File: src/rtl/stream_pkg.sv
`default_nettype none
// ============================================================================
// Module   : stream_pkg
// Brief    : Shared width and keep-mask helpers for the stream upsizer.
// Revision : 1.0
// ============================================================================
package stream_pkg;

    // Upper bound on RATIO supported by the keep-mask helper.
    localparam int KEEP_MAX_W = 32;

    function automatic int upsizer_out_width(input int in_width, input int ratio);
        return in_width * ratio;
    endfunction

    function automatic logic [KEEP_MAX_W-1:0] keep_mask(input int cnt, input int ratio);
        logic [KEEP_MAX_W-1:0] m;
        m = '0;
        for (int i = 0; i < KEEP_MAX_W; i++) begin
            if (i < ratio && i <= cnt) begin
                m[i] = 1'b1;
            end
        end
        return m;
    endfunction

endpackage
`default_nettype wire

File: src/rtl/stream_upsizer.sv
`default_nettype none
// ============================================================================
// Module   : stream_upsizer
// Brief    : Packs RATIO narrow beats into one registered wide word.
//            STREAM_UPSIZER_LAST_EN adds in_last/out_last/out_keep framing.
// Revision : 1.0
// ============================================================================
module stream_upsizer
    import stream_pkg::*;
#(
    parameter int IN_WIDTH = 8,
    parameter int RATIO    = 4,
    localparam int OUT_WIDTH = upsizer_out_width(IN_WIDTH, RATIO)
) (
    input  logic                 clk,
    input  logic                 rst_n,
    input  logic [IN_WIDTH-1:0]  in_data,
    input  logic                 in_valid,
    output logic                 in_ready,
`ifdef STREAM_UPSIZER_LAST_EN
    input  logic                 in_last,
    output logic                 out_last,
    output logic [RATIO-1:0]     out_keep,
`endif
    output logic [OUT_WIDTH-1:0] out_data,
    output logic                 out_valid,
    input  logic                 out_ready
);

    localparam int CNT_W = $clog2(RATIO);
    localparam int ACC_W = IN_WIDTH * (RATIO - 1);
    localparam logic [CNT_W-1:0] CNT_LAST = CNT_W'(RATIO - 1);

    typedef struct packed {
        logic [CNT_W-1:0]     cnt;
        logic [ACC_W-1:0]     acc;
        logic [OUT_WIDTH-1:0] data;
        logic                 valid;
`ifdef STREAM_UPSIZER_LAST_EN
        logic                 last;
        logic [RATIO-1:0]     keep;
`endif
    } self_t;

    self_t                self_q;
    self_t                self_d;
    logic                 w_last_beat;
    logic                 w_beat_fire;
    logic                 w_word_fire;
    logic [OUT_WIDTH-1:0] w_word_full;
`ifdef STREAM_UPSIZER_LAST_EN
    logic [KEEP_MAX_W-1:0] w_keep_full;
    logic                  w_keep_unused;
    assign w_keep_unused = ^w_keep_full;
`endif

    always_comb begin
        w_last_beat = (self_q.cnt == CNT_LAST);
`ifdef STREAM_UPSIZER_LAST_EN
        w_last_beat = w_last_beat || in_last;
        w_keep_full = keep_mask(int'(self_q.cnt), RATIO);
`endif
        // Only the completing beat can be blocked, and only by a held word.
        in_ready    = !(w_last_beat && self_q.valid && !out_ready);
        w_beat_fire = in_valid && in_ready;
        w_word_fire = self_q.valid && out_ready;

        // Upper accumulation lanes are already zero, so early completion pads with 0.
        w_word_full = {{IN_WIDTH{1'b0}}, self_q.acc};
        w_word_full[int'(self_q.cnt)*IN_WIDTH +: IN_WIDTH] = in_data;

        self_d = self_q;
        if (w_word_fire) begin
            self_d.valid = 1'b0;
        end
        if (w_beat_fire && w_last_beat) begin
            self_d.data  = w_word_full;
            self_d.valid = 1'b1;
            self_d.acc   = '0;
            self_d.cnt   = '0;
`ifdef STREAM_UPSIZER_LAST_EN
            self_d.last  = in_last;
            self_d.keep  = w_keep_full[RATIO-1:0];
`endif
        end else if (w_beat_fire) begin
            self_d.acc[int'(self_q.cnt)*IN_WIDTH +: IN_WIDTH] = in_data;
            self_d.cnt = self_q.cnt + 1'b1;
        end
    end

    always_ff @(posedge clk or negedge rst_n) begin
        if (!rst_n) begin
            self_q <= '0;
        end else begin
            self_q <= self_d;
        end
    end

    assign out_data  = self_q.data;
    assign out_valid = self_q.valid;
`ifdef STREAM_UPSIZER_LAST_EN
    assign out_last  = self_q.last;
    assign out_keep  = self_q.keep;
`endif

endmodule
`default_nettype wire

File: config.mk
export PLATFORM = sky130hd
export DESIGN_NAME = stream_upsizer
export DESIGN_NICKNAME = d
export VERILOG_FILES = /design/src/rtl/stream_pkg.sv /design/src/rtl/stream_upsizer.sv
export SDC_FILE = /design/constraint.sdc
export NUM_CORES = 1
export LEC_CHECK = 0
export BUFFER_PORTS_ARGS = -buffer_cell sky130_fd_sc_hd__buf_2
export CAP_MARGIN = 20
export CELL_PAD_IN_SITES_DETAIL_PLACEMENT = 1
export CELL_PAD_IN_SITES_GLOBAL_PLACEMENT = 1
export CORE_MARGIN = 4
export CORE_UTILIZATION = 49
export CTS_CLUSTER_DIAMETER = 150
export DETAILED_ROUTE_END_ITERATION = 10
export PLACE_DENSITY = 0.84
export SLEW_MARGIN = 20
export SYNTH_ARGS = -nofsm -noshare
export SYNTH_HDL_FRONTEND = slang
export SYNTH_SLANG_ARGS = --single-unit
File: constraint.sdc
create_clock -name clk -period 4.8 [get_ports clk]
set_input_delay 0.48 -clock clk [delete_from_list [all_inputs] [get_ports clk]]
set_output_delay 0.48 -clock clk [all_outputs]
set_load 0.02 [all_outputs]
==> results.sh <==
export IMPL_synth_top_area_cell="dfrtp_1"
export IMPL_die_x_um=84.34
export IMPL_post_cts_resized=0
export IMPL_synth_edf_count=0
export IMPL_synth_top_cell_area_share_pct=51.71
export IMPL_syn_nets=238
export IMPL_slowest_stage="dfrtp_1"
export IMPL_nFillCells=589
export IMPL_p_leak_nw=1.584
export IMPL_multi_input_area_mm2=0.001046
export IMPL_fmax_mhz=416.1
export IMPL_finalCritPeriodShare_pct=50.06
export IMPL_overflow=0
export IMPL_status="finished, final reports clean"
export IMPL_cp_data_arrival_time_ns=1.92
export IMPL_syn2layout_area_growth_pct=8.151
export IMPL_wl_per_cell_um=21.34
export IMPL_criticalPathCategory="flip-flop to primary output"
export IMPL_grt_antenna_before_repair=0
export IMPL_viasPerCell=6.057
export IMPL_ys_seq_elements=59
export IMPL_yosys_area_share_simple_pct=5.215
export IMPL_fin_skew_ns=0.005915
export IMPL_power_density_mw_per_mm2=610.7
export IMPL_clockBufferDepth=2
export IMPL_peakVddDrop_mv=0.2655
export IMPL_dp_hpwl_um=4433
export IMPL_cts_setup_buffers=0
export IMPL_ys_flop_type="dfrtp_1"
export IMPL_synth_warnings=0
export IMPL_row_count=27
export IMPL_synth_xor_area_share_pct=0
export IMPL_async_flop_share_pct=100.0
export IMPL_drt_iter0_markers=116
export IMPL_ant_nets=0
export IMPL_final_cell_mix="dfrtp_1 (59), buf_2 (45), a22o_1 (32)"
export IMPL_setup_viol=0
export IMPL_hold_viol_final=0
export IMPL_dpl_instance_area_mm2=0.002875
export IMPL_avgSynthCellArea_um2=12.98
export IMPL_postSynthCellCount=220
export IMPL_ys_seq_area_share_pct=51.71
export IMPL_cts_tree="yes"
export IMPL_num_vias=1902
export IMPL_netlist_top_cells_area="dfrtp_1 (52%), a22o_1 (9.8%), buf_4 (9.7%), mux2_2 (9.5%), o2bb2ai_1 (7.4%)"
export IMPL_diodes=0
export IMPL_worst_slew_pin_slew_ns=0.7792
export IMPL_h_tree_depth=3
export IMPL_die_height_um=84.34
export IMPL_muxShareOfSynthArea_pct=9.465
export IMPL_synth_top_family_by_area="compound AO/OA/AOI/OAI gates"
export IMPL_final_net_count=255
export IMPL_hold_buffers=0
export IMPL_drive_gt1_share_pct=38.84
export IMPL_drt_total_wl_um=6700
export IMPL_synth_compound_area_share_pct=19.33
export IMPL_start_util_pct=51.22
export IMPL_fin_area_mm2=0.003088
export IMPL_path_cells="ha_1, nand3b_1, buf_2"
export IMPL_path_clk_slew_ns=0.07
export IMPL_finalSetupTns_ns=0
export IMPL_dr_pass1_iters=4
export IMPL_synth_fa_ha_area_share_pct=2.629
export IMPL_die_area_mm2=0.007112
export IMPL_grt_start_max_net_pins=60
export IMPL_end_kind="primary output"
export IMPL_slew_violations=0
export IMPL_final_common_cell="dfrtp_1"
export IMPL_synth_area_mm2=0.002855
export IMPL_groute_usage_overall_pct=20.46
export IMPL_startpoint_type="flip-flop"
export IMPL_hold_path_class="input port to async pin"
export IMPL_io_buffers=45
export IMPL_io_pins=46
export IMPL_worst_path_max_fanout=9
export IMPL_drc=0
export IMPL_slowest_delay_ns=0.46
export IMPL_clk_latency_ns=0.33
export IMPL_grt_pass1_vias=2028
export IMPL_cts_sinks=59
export IMPL_slew_headroom_pct=48.00
export IMPL_ys_types=25
export IMPL_place_congestion=0.8790
export IMPL_seq_area_mm2=0.001476
export IMPL_core_area_mm2=0.005574
export IMPL_fin_crit_ns=2.403
export IMPL_grt_first_pass_wirelength_um=11070
export IMPL_cts_buffers=9
export IMPL_cp_required_ns=4.32
export IMPL_rsz0062_at_grt="false"
export IMPL_clk_root_buffer_cell="clkbuf_8"
export IMPL_maxCapViolCount=0
flip-flops by register name (all words and copies together), names as in the netlist:
register / flops
out_valid: 1
out_data: 32
self_q: 26
cell usage after synthesis (2+ instances only):
| master | count |
|---|---|
| buf_2 | 2 |
| nand3_1 | 2 |
| ha_1 | 6 |
| inv_1 | 5 |
| buf_4 | 37 |
| buf_6 | 2 |
| a22o_1 | 32 |
| o211ai_2 | 3 |
| dfrtp_1 | 59 |
| mux2_2 | 24 |
| o2bb2ai_1 | 24 |
| nand2_1 | 11 |
through the flow:
stage	instances	total power (W)	utilization, %	hold slack (ns)	setup slack, ns
after floorplan	220	0.001316	-	0.1844	3.044
after global placement	298	0.001378	51.58	0.4736	2.635
after detailed placement	298	0.001409	51.58	0.4743	2.570
after CTS	314	0.001903	55.40	0.3118	2.379
after global routing	314	0.002005	55.40	0.3328	2.246
final	314	0.001886	55.40	0.2970	2.397
layer usage:
metal	part of all wire, %	GRT usage, %	routed length (um)	up-vias
li1	-	-	-	835
met3	5.9	6.673	392	11
met1	44	27.10	2949	993
met5	0	0	0	-
met4	1.8	8.345	123	0
met2	48	31.13	3235	63
where the power goes:
part	total [W]	internal (W)	switching, W
clock network	0.000480	0.000280	0.000200
registers	0.000738	0.000648	0.0000905
logic	0.000667	0.000275	0.000392
critical path: cells and delay by family, from the launching register on:
family | cells | cell delay (ns)
flip-flops | 1 | 0.46
AND/OR/NAND/NOR | 1 | 0.42
adder cells (fa/ha/maj) | 1 | 0.39
buffers and inverters | 1 | 0.31
final timing paths:
kind,from,endpoint,slack [ns],cells after the start
min in group clk,in_data[0],out_data[24],0.47,2
max in group asynchronous,rst_n,out_data[21],4.02,2
worst max register to register,self_q[57],self_q[53],2.56,5
worst max-delay path,self_q[57],in_ready,2.40,3
worst min register to register,self_q[52],self_q[52],0.50,1
worst min-delay path,rst_n,out_valid,0.30,2
logic make-up after synthesis:
group           count (synthesis)
compound gates                 62
fa+ha+maj                       6
buf+inv                        47
flops                          59
mux                            24
simple gates                   22
area by class of cell:
class | count | area share (%)
repair buffers | 47 | 7.780
multi-input cells | 114 | 33.87
clock buffers | 12 | 5.348
well taps | 72 | 2.917
clock inverters | 4 | 1.540
flip-flops and latches | 59 | 47.81
inverters | 6 | 0.7293
No activity file was read; power rests on OpenSTA's default activity.
